==> src/rtl/seg_display_ctrl.sv <==
// 8-digit multiplexed 7-segment driver: hex word or one of four 11-bit counters, build option SEG_BCD_EN.
// Latency: an/seg are registered one cycle behind the digit index; inputs are sampled once per frame.
// Backpressure: none; inputs are free-running levels snapshotted at frame start.
module seg_display_ctrl #(
    parameter int unsigned SCAN_DIV = 50000
) (
    input  logic        clk,
    input  logic        reset,
    input  logic [31:0] hex,
    input  logic [10:0] cnt_clk,
    input  logic [10:0] cnt_i,
    input  logic [10:0] cnt_r,
    input  logic [10:0] cnt_j,
    input  logic [2:0]  sel,
    output logic [7:0]  an,
    output logic [7:0]  seg
);

    localparam logic [15:0] DIV_LAST = 16'(SCAN_DIV - 1);

    logic [15:0] div_cnt;
    logic [2:0]  digit;
    logic        live;
    logic [31:0] shadow;
    logic        cnt_mode;
    logic        frame_start;
    logic        src_is_cnt;
    logic [10:0] src_cnt;
    logic [15:0] disp_cnt;
    logic [3:0]  nib;
    logic        dp;
    logic        blank;
    logic [7:0]  seg_nxt;

    function automatic logic [6:0] enc7(input logic [3:0] v);
        case (v)
            4'h0: enc7 = 7'b1000000;
            4'h1: enc7 = 7'b1111001;
            4'h2: enc7 = 7'b0100100;
            4'h3: enc7 = 7'b0110000;
            4'h4: enc7 = 7'b0011001;
            4'h5: enc7 = 7'b0010010;
            4'h6: enc7 = 7'b0000010;
            4'h7: enc7 = 7'b1111000;
            4'h8: enc7 = 7'b0000000;
            4'h9: enc7 = 7'b0010000;
            4'hA: enc7 = 7'b0001000;
            4'hB: enc7 = 7'b0000011;
            4'hC: enc7 = 7'b1000110;
            4'hD: enc7 = 7'b0100001;
            4'hE: enc7 = 7'b0000110;
            default: enc7 = 7'b0001110;
        endcase
    endfunction

    always_comb begin
        src_is_cnt = 1'b1;
        src_cnt    = 11'd0;
        case (sel)
            3'd1:    src_cnt = cnt_clk;
            3'd2:    src_cnt = cnt_i;
            3'd3:    src_cnt = cnt_r;
            3'd4:    src_cnt = cnt_j;
            default: src_is_cnt = 1'b0;
        endcase
    end

    // The first live cycle after reset doubles as the first frame start.
    assign frame_start = !live || (div_cnt == DIV_LAST && digit == 3'd7);

    always_ff @(posedge clk) begin
        if (reset) begin
            div_cnt  <= '0;
            digit    <= '0;
            live     <= 1'b0;
            shadow   <= '0;
            cnt_mode <= 1'b0;
        end else begin
            live <= 1'b1;
            if (live) begin
                if (div_cnt == DIV_LAST) begin
                    div_cnt <= '0;
                    digit   <= digit + 3'd1;
                end else begin
                    div_cnt <= div_cnt + 16'd1;
                end
            end
            if (frame_start) begin
                shadow   <= src_is_cnt ? {21'd0, src_cnt} : hex;
                cnt_mode <= src_is_cnt;
            end
        end
    end

`ifdef SEG_BCD_EN
    logic [10:0] conv_bin;
    logic [15:0] conv_bcd;
    logic [15:0] conv_adj;
    logic [15:0] conv_nxt;
    logic [3:0]  conv_cnt;
    logic        conv_busy;
    logic [15:0] bcd_result;

    // Shift-add-3: bias every BCD nibble of 5 or more before the next left shift.
    always_comb begin
        conv_adj = conv_bcd;
        for (int i = 0; i < 4; i++) begin
            if (conv_bcd[4*i +: 4] >= 4'd5)
                conv_adj[4*i +: 4] = conv_bcd[4*i +: 4] + 4'd3;
        end
        conv_nxt = 16'({conv_adj, conv_bin[10]});
    end

    always_ff @(posedge clk) begin
        if (reset) begin
            conv_bin   <= '0;
            conv_bcd   <= '0;
            conv_cnt   <= '0;
            conv_busy  <= 1'b0;
            bcd_result <= '0;
        end else if (frame_start && src_is_cnt) begin
            conv_bin  <= src_cnt;
            conv_bcd  <= '0;
            conv_cnt  <= '0;
            conv_busy <= 1'b1;
        end else if (conv_busy) begin
            conv_bin <= {conv_bin[9:0], 1'b0};
            conv_bcd <= conv_nxt;
            if (conv_cnt == 4'd10) begin
                bcd_result <= conv_nxt;
                conv_busy  <= 1'b0;
            end else begin
                conv_cnt <= conv_cnt + 4'd1;
            end
        end
    end

    assign disp_cnt = bcd_result;
`else
    assign disp_cnt = shadow[15:0];
`endif

    always_comb begin
        nib   = shadow[{digit, 2'b00} +: 4];
        dp    = 1'b1;
        blank = 1'b0;
        if (cnt_mode) begin
            if (digit[2]) begin
                blank = 1'b1;
                dp    = (digit != 3'd4);
            end else begin
                nib = disp_cnt[{digit[1:0], 2'b00} +: 4];
            end
        end
        seg_nxt = blank ? {dp, 7'h7F} : {dp, enc7(nib)};
    end

    always_ff @(posedge clk) begin
        if (reset) begin
            an  <= 8'hFF;
            seg <= 8'hFF;
        end else if (live) begin
            an  <= ~(8'b1 << digit);
            seg <= seg_nxt;
        end
    end

endmodule

==> config.mk <==
export PLATFORM = sky130hd
export DESIGN_NAME = seg_display_ctrl
export DESIGN_NICKNAME = d
export VERILOG_FILES = /design/src/rtl/seg_display_ctrl.sv
export SDC_FILE = /design/constraint.sdc
export NUM_CORES = 1
export LEC_CHECK = 0
export CAP_MARGIN = 40
export CORE_MARGIN = 2
export CORE_UTILIZATION = 49
export DETAILED_ROUTE_END_ITERATION = 10
export GPL_ROUTABILITY_DRIVEN = 0
export GPL_TIMING_DRIVEN = 0
export PLACE_DENSITY = 0.81
export SETUP_SLACK_MARGIN = 0.15
export SLEW_MARGIN = 10
export SYNTH_ARGS = -nofsm -noshare
export SYNTH_HDL_FRONTEND = slang
export SYNTH_SLANG_ARGS = --single-unit
==> constraint.sdc <==
create_clock -name clk -period 2.9 [get_ports clk]
set_input_delay 0.725 -clock clk [delete_from_list [all_inputs] [get_ports clk]]
set_output_delay 0.725 -clock clk [all_outputs]
set_load 0.05 [all_outputs]
==> results of run 1 <==
[cell families (layout without fill, tap and decap cells)]
family / Yosys count / after routing / share of synthesized area (%)
AOI/OAI and AO/OA: 83 / 83 / 13.0
xor gates and xnor gates: 18 / 18 / 4.29
adders and majority gates: 13 / 13 / 4.42
buffers and inverters: 38 / 150 / 4.73
DFF: 69 / 69 / 37.6
muxes: 27 / 27 / 15.3
and+or+nand+nor: 167 / 167 / 20.7
[layout make-up]
class / count / area, µm² / area share, %
well taps: 99 / 124 / 2.47
flip-flops and latches: 69 / 1380 / 27.6
plain buffers: 30 / 144 / 2.87
repair buffers: 96 / 961 / 19.2
clock buffers: 10 / 138 / 2.75
multi-input cells: 308 / 2120 / 42.3
clock inverters: 6 / 110 / 2.20
inverters: 8 / 30.0 / 0.600
[through the flow]
stage	util, %	setup WS [ns]
finish	69.1	0.369
floorplan	-	0.615
global route	69.1	0.190
global placement	65.6	0.270
detailed placement	65.6	0.224
CTS	69.1	0.354
[where the power goes]
| group | switching (µW) | internal, µW |
|---|---|---|
| Clock | 367 | 593 |
| Sequential | 23.1 | 988 |
| Combinational | 199 | 215 |
[registers in the layout, indices dropped and copies added (netlist names)]
name,flops
shadow,32
div_cnt,16
an,8
seg,8
digit,3
cnt_mode,1
live,1
[final timing paths]
path | slack [ns] | cells after the start | start | end
max | 0.37 | 9 | digit[0] | seg[3]
min | 0.46 | 2 | shadow[21] | shadow[21]
max reg2reg | 0.37 | 9 | digit[0] | seg[3]
min reg2reg | 0.46 | 2 | shadow[21] | shadow[21]
[worst register-to-register path, stage by stage (launching register included)]
cell and delay (ns):
sky130_fd_sc_hd__dfxtp_1 0.39, sky130_fd_sc_hd__buf_6 0.19, sky130_fd_sc_hd__mux4_1 0.63, sky130_fd_sc_hd__mux2i_4 0.30, sky130_fd_sc_hd__inv_1 0.11, sky130_fd_sc_hd__ha_1 0.19, sky130_fd_sc_hd__inv_1 0.08, sky130_fd_sc_hd__nor2_1 0.07
sky130_fd_sc_hd__a2111oi_0 0.37, sky130_fd_sc_hd__nor3_1 0.09
[cells in the final DEF, fill, tap and decap left out, drive strengths merged, types with 2 or more instances in the layout]
master | Yosys | final
mux2i | 7 | 7
nor2b | 3 | 3
xor2 | 11 | 11
nor3 | 3 | 3
and3 | 2 | 2
clkinvlp | 0 | 2
mux4 | 19 | 19
inv | 7 | 7
nand3 | 41 | 41
nor4 | 2 | 2
o211ai | 11 | 11
nand2b | 2 | 2
dfxtp | 69 | 69
buf | 10 | 10
clkbuf | 20 | 30
nand2 | 68 | 68
a21oi | 40 | 40
nand4 | 6 | 6
o21ai | 22 | 22
xnor2 | 7 | 7
ha | 13 | 13
and4 | 3 | 3
clkdlybuf4s50 | 0 | 96
and2 | 2 | 2
clkinv | 1 | 2
bufinv | 0 | 3
nor2 | 31 | 31
[metal layers]
| metal | vias up | wire length (µm) | global-route usage [%] |
|---|---|---|---|
| li1 | 1694 | - | - |
| met1 | 1633 | 3700 | 26.4 |
| met2 | 127 | 4750 | 40.7 |
| met3 | 20 | 517 | 3.76 |
| met4 | 0 | 229 | 11.2 |
| met5 | - | 0 | 0 |
==> metrics list, run 1 <==
* Number of top-level design ports: 97
- The hold violation count in the final report came to 0.
* Cts bufs inserted: 9
- Detailed placement HPWL: 7080 µm
- Critical path start-end classification: reg2reg
- Number of enable flip-flop cells after synthesis: 0
* Fin Clk Skew: 0.00793 ns
- Sort of element at the start of the critical path: flip-flop
* Final #Nets: between 600 and 700
- Endpoint type of the worst setup path: flip-flop
- Max-cap violations in this run came to 0.
* Slew at the pin closest to its max-slew limit: 0.572 ns
- For this run, the number of Yosys warnings is 0.
- The die covers 8210 µm².
- Die X-Extent: between 90 and 100 µm
- Delay contributed by the slowest stage of the critical path: 0.63 ns
* Number of distinct library cells after synthesis: 45
* Global route overflow: 0
- Gate count after technology mapping: 415
- In this run the remaining antenna-violating nets after routing total 0.
* Number of pins exceeding their max-slew limit in the final report: 0
* Number of post-CTS setup repair buffers: 0
- Number of standard cells in the final layout excluding fillers: 626
- In the finished design, the share of the clock period the worst path needs comes to slightly below 90%.
* Total Power: between 2000 and 2500 µW
- CTS-repair resized insts: 0
* Worst Path Max Fanout: 9
* Post-Syn Area per Cell: 8.86 µm²
* Outcome: completed
- Counting both buffers and inverters, the worst setup path holds a total of 3.
* Vias in the first global route: 3,401
- After routing the design area is about 5000 µm².
* DIE HEIGHT: 90.6 µm
* Antenna Diode Count: 0
- TritonCTS built the clock tree.
* Seq/Total Area, Yosys: 37.6%
- The initial utilization of the core area, before any placement, comes to around half.
- The initial antenna violation count is 0.
- Row generation in the floorplan step produced 31 rows.
- Setup-failing EPs final: 0
* Leak pwr: 0.00182 µW
- The first TritonRoute pass finished after 5 iterations.
- Cell taking the most area after synthesis: sky130_fd_sc_hd__dfxtp_1
- Data required time at the worst endpoint: 3.12 ns
* Clock latency at the later pin of the worst-skew pair: 0.34 ns
- Counting every sink on the clock net gives 69.
- Including well taps, the total number of placed cells is 610.
- Largest net degree at the start of global routing: 13
* Number of hold buffers added after CTS: 0
- In this run the number of H-tree levels came out at 3.
- Number of violations reported at the end of detailed-routing iteration 0: 148
* DR DRC count: 0
- Quantity of I/O buffers inserted on ports: 96
- The cell sitting at the root of the clock tree is a sky130_fd_sc_hd__clkbuf_8.
* Rel. slew slack: 61.8%
- The detailed router placed 3,474 vias in this run.
* Detail-routed via count per cell: roughly 5.5
- Of the cells placed in the final design, the portion with a size suffix greater than 1 is 9.11%.
- Core outline area: about 7300 µm²
- Fmax: 0.395 GHz
- Setup total negative slack on the finished layout was measured at 0 ns.
* Syn_nets: roughly 500
- The synthesized design devotes to its leading area cell type 37.6% of total area.
- Type of the tightest min-delay check: reg2reg
- Relative to the synthesized area, the layout overhead comes to 36.2%.
- The first global-routing pass estimated 15,300 µm of wire.
* Clock tree buffer depth: 2
- Placed standard-cell area: approximately 4800 µm²
* Minimum hold slack: ~0.46 ns
- Clock-pin slew was measured on the worst setup and hold paths at 0.08 ns.
- The layout has 566 filler cells.
- Peak VDD IR: 0.302 mV
- Summed over all layers, the routed wires come to 9200 µm.
- The cell area that synthesis handed to floorplanning was 3680 µm².
- The most common cell in the synthesized netlist is sky130_fd_sc_hd__dfxtp_1.
- In the synthesized netlist the dominant register cell turns out to be sky130_fd_sc_hd__dfxtp_1.
- Worst path cell trace: buf_6, mux4_1, mux2i_4, inv_1, ha_1, inv_1, nor2_1, a2111oi_0, nor3_1
- Total GRT Usage: 22.8%
* Synth top area cells: sky130_fd_sc_hd__dfxtp_1, sky130_fd_sc_hd__mux4_2, sky130_fd_sc_hd__nand2_1
* Routed WL per cell: 14.7 µm
* Register bit count reported by yosys: 69
* PD cells: 476 nW/µm²
* Max stage delay cell, worst path: sky130_fd_sc_hd__mux4_1
- For the worst setup path, the data arrival time is 2.75 ns.
* Period minus WS final: 2.53 ns
* Unrepaired setup endpoints after global routing: false
- Synth top cells by count: sky130_fd_sc_hd__dfxtp_1, sky130_fd_sc_hd__nand2_1, sky130_fd_sc_hd__nand3_1, sky130_fd_sc_hd__a21oi_1, sky130_fd_sc_hd__nor2_1
- Grouping stages by cell kind, the critical path spends the most delay in multiplexers.
* Most frequent cell on the critical path: sky130_fd_sc_hd__inv_1
* Async set-or-reset flop fraction in the synthesized netlist: 0%
Power figures use the tool's default switching activity.
==> run 2, diff against run 1 <==
==> constraint.sdc (replaced) <==
create_clock -name clk -period 2.7 [get_ports clk]
set_input_delay 0.675 -clock clk [delete_from_list [all_inputs] [get_ports clk]]
set_output_delay 0.675 -clock clk [all_outputs]
set_load 0.05 [all_outputs]
==> run 2 against run 1 <==
  * Sequential share of layout area fell by 0.25 points
  * Critical path type unchanged
  * Count of clock-buffer cells in the layout did not move
  * Critical endpoint unchanged
  * Register-to-register slack got worse by 0.07 ns
  * Worst hold slack got worse by 0.0020 ns
  * Critical path depth did not move
  * Highest routed layer unchanged
  * Core utilization rose by 0.64 points
  * Fmax rose by 5.3%
  * Combinational power rose by 8.5%
  * Global-route usage did not move
  * First-iteration DRC count rose by 6.1%
  * Flip-flop and latch count did not move
  * Final cell count rose by 0.80%
==> metrics list, run 2 (synthesis results as in run 1) <==
- Outcome: completed (unchanged)
- Number of top-level design ports: 97 (unchanged)
- The mean routed wirelength per cell came to 14.7 µm (about the same).
- The start of the worst register-to-register path was digit[0] (unchanged).
- The core area was 7250 µm² (unchanged).
* Leak pwr: 0.00185 µW (was 0.00182 µW)
- Clock tree from TritonCTS: done (unchanged)
- CTS HTree Levels: 3 (unchanged)
- Clock slew seen by the registers of the worst setup and hold paths: 0.08 ns (about the same)
* Number of hold buffers added after CTS: 0 (unchanged)
- Leading cell type in the layout, fill and taps excluded: sky130_fd_sc_hd__clkdlybuf4s50_1 (unchanged)
* Post-layout utilization of the core: 69.7% (was 69.1%)
- The number of iterations in the first detailed-routing pass is 5 (unchanged).
* Antenna Diode Count: 0 (unchanged)
- The part of the cycle the worst path needs was 89.0% (was 87.3%).
* Clock latency at the later pin of the worst-skew pair: 0.34 ns (about the same)
- Dpl cells: 610 (unchanged)
- Period minus WS final: 2.40 ns (was 2.53 ns)
- # Max-Cap Violations: 0 (unchanged)
- The number of sinks driven by the clock tree is 69 (unchanged).
- Row Count: 31 (unchanged)
* Share of post-route cells with drive strength above 1: 10.2% (was 9.11%)
* Global route overflow: 0 (unchanged)
- The end point of the critical path was seg[3] (unchanged).
- Met3 track demand over resource in global routing: 3.76% (unchanged)
- Clock tree buffer depth: 2 (unchanged)
- Minimum hold slack: 0.455 ns (was 0.457 ns)
- The critical-path maximum fanout came to 8 (was 9).
* DR DRC count: 0 (unchanged)
- Number of pins exceeding their max-slew limit in the final report: 0 (unchanged)
* Setup-failing EPs final: 0 (unchanged)
- The number of nets in the final layout is 621 (was 616).
- The global-route wire length before repair came to 15,300 µm (unchanged).
* Largest register by flop count: shadow (unchanged)
* DIE HEIGHT: 90.6 µm (unchanged)
- Slew at the pin closest to its max-slew limit: 0.584 ns (was 0.572 ns)
- The final antenna-violating net count was 0 (unchanged).
- Starting density of the core: 50.7% (unchanged)
* Total GRT Usage: 22.8% (unchanged)
* Registers with the most flip-flops: shadow x32, div_cnt x16 (unchanged)
* Detail-routed via count per cell: 5.58 (was 5.55)
- The highest clock frequency the design can meet came to 0.416 GHz (was 0.395 GHz).
- Sort of element at the start of the critical path: flip-flop (unchanged)
- The hold violation count in the final report is 0 (unchanged).
* Sum of negative setup slack: 0 ns (unchanged)
* Library cell used as clock root buffer: sky130_fd_sc_hd__clkbuf_8 (unchanged)
- The required time of the critical path is 2.92 ns (was 3.12 ns).
- The synthesis-to-finish area growth is 37.5% (was 36.2%).
- Unrepaired setup endpoints after global routing: false (unchanged).
- Endpoint type of the worst setup path: flip-flop (unchanged)
- The arrival time of data at the critical path endpoint is 2.62 ns (was 2.75 ns).
* Detailed placement HPWL: 7080 µm (unchanged)
- Cts bufs inserted: 9 (unchanged)
- The routed wire length was 9270 µm (was 9200 µm).
* Type of the tightest min-delay check: reg2reg (unchanged)
- Vias in the first global route: 3,401 (unchanged)
* Largest net degree at the start of global routing: 13 (unchanged)
- The total power per unit cell area came to 507 nW/µm² (was 476 nW/µm²).
- The peak-usage layer in the global routing report was met2 (unchanged).
- The endpoint of the lowest-slack register-to-register path is seg[3] (unchanged).
* Start point of the critical path: digit[0] (unchanged)
* Die X-Extent: 90.6 µm (unchanged)
- The kind of critical path is reg2reg (unchanged).
- The setup clock skew after layout came to 0.00751 ns (was 0.00793 ns).
* Worst Reg-to-Reg Cells: 9 (unchanged)
- Fraction of met1 tracks used by global routing: 26.4% (unchanged)
* Commonest cells after routing, fill and taps aside: sky130_fd_sc_hd__clkdlybuf4s50_1, sky130_fd_sc_hd__dfxtp_1, sky130_fd_sc_hd__nand2_1, sky130_fd_sc_hd__nand3_1, sky130_fd_sc_hd__a21oi_1 (unchanged)
* Rel. slew slack: 61.0% (was 61.8%)
- Number of vias in the routed layout: 3,518 (was 3,474)
- The initial antenna violation count was 0 (unchanged).
- Number of violations reported at the end of detailed-routing iteration 0: 157 (was 148)
- Number of standard cells in the final layout excluding fillers: 631 (was 626)
- Peak VDD IR: 0.325 mV (was 0.302 mV)
* Die ar.: 8210 µm² (unchanged)
- Register-to-register path setup slack: 0.30 ns (was 0.37 ns)
- Fraction of met2 tracks used by global routing: 40.7% (unchanged)
* Flip-flop count of the largest register after layout: 32 (unchanged)
- Quantity of I/O buffers inserted on ports: 96 (unchanged)
run 2: cell count changes in the layout (fill, tap and decap cells not counted), sizes merged:
cell  change
buf       +5
run 2: how the worst min path moves through the flow:
stage	startpoint	end	depth (start not counted)
6_report	shadow[21]	shadow[21]	2
3_3_place_gp	shadow[12]	shadow[12]	2
5_1_grt	shadow[4]	shadow[4]	2
2_1_floorplan	shadow[20]	shadow[20]	2
3_5_place_dp	shadow[14]	shadow[14]	2
4_1_cts	shadow[17]	shadow[17]	2
run 2: routing by layer:
metal | vias up | share of wire (%)
met3 | 19 | 6.0
li1 | 1706 | -
met2 | 140 | 52
met4 | 0 | 2.5
met1 | 1653 | 40
met5 | - | 0
run 2: through the flow:
stage               total power, µW  setup slack [ns]  cell area (µm²)
floorplan                      1350             0.415             3680
finish                         2560             0.298             5050
CTS                            2560             0.154             5010
detailed placement             1550            0.0741             4760
global placement               1540             0.120             4760
global route                   2660             0.149             5050
run 2: timing repair:
action	CTS	global route
hold endpoints to repair	0	0
setup buffers	0	5
resized for setup	0	3
setup endpoints to repair	0	13
run 2: power by group:
part	switching (µW)	internal [µW]
Clock	391	637
Combinational	215	235
Sequential	25.0	1060
Total	631	1930
run 2: critical path, cell delays in order, from the launching register on:
cell	delay, ns
sky130_fd_sc_hd__dfxtp_1	0.39
sky130_fd_sc_hd__buf_6	0.17
sky130_fd_sc_hd__mux4_1	0.62
sky130_fd_sc_hd__mux2i_4	0.23
sky130_fd_sc_hd__inv_1	0.09
sky130_fd_sc_hd__ha_1	0.18
sky130_fd_sc_hd__inv_1	0.08
sky130_fd_sc_hd__nor2_1	0.07
sky130_fd_sc_hd__a2111oi_1	0.36
sky130_fd_sc_hd__nor3_1	0.09
run 2: layout make-up:
type	instances	area (µm²)
tap	99	124
timing repair buffer	101	998
multi-input combinational	308	2130
buffer	30	144
clock buffer	10	138
clock inverter	6	110
inverter	8	30.0
fill	563	2200
sequential	69	1380
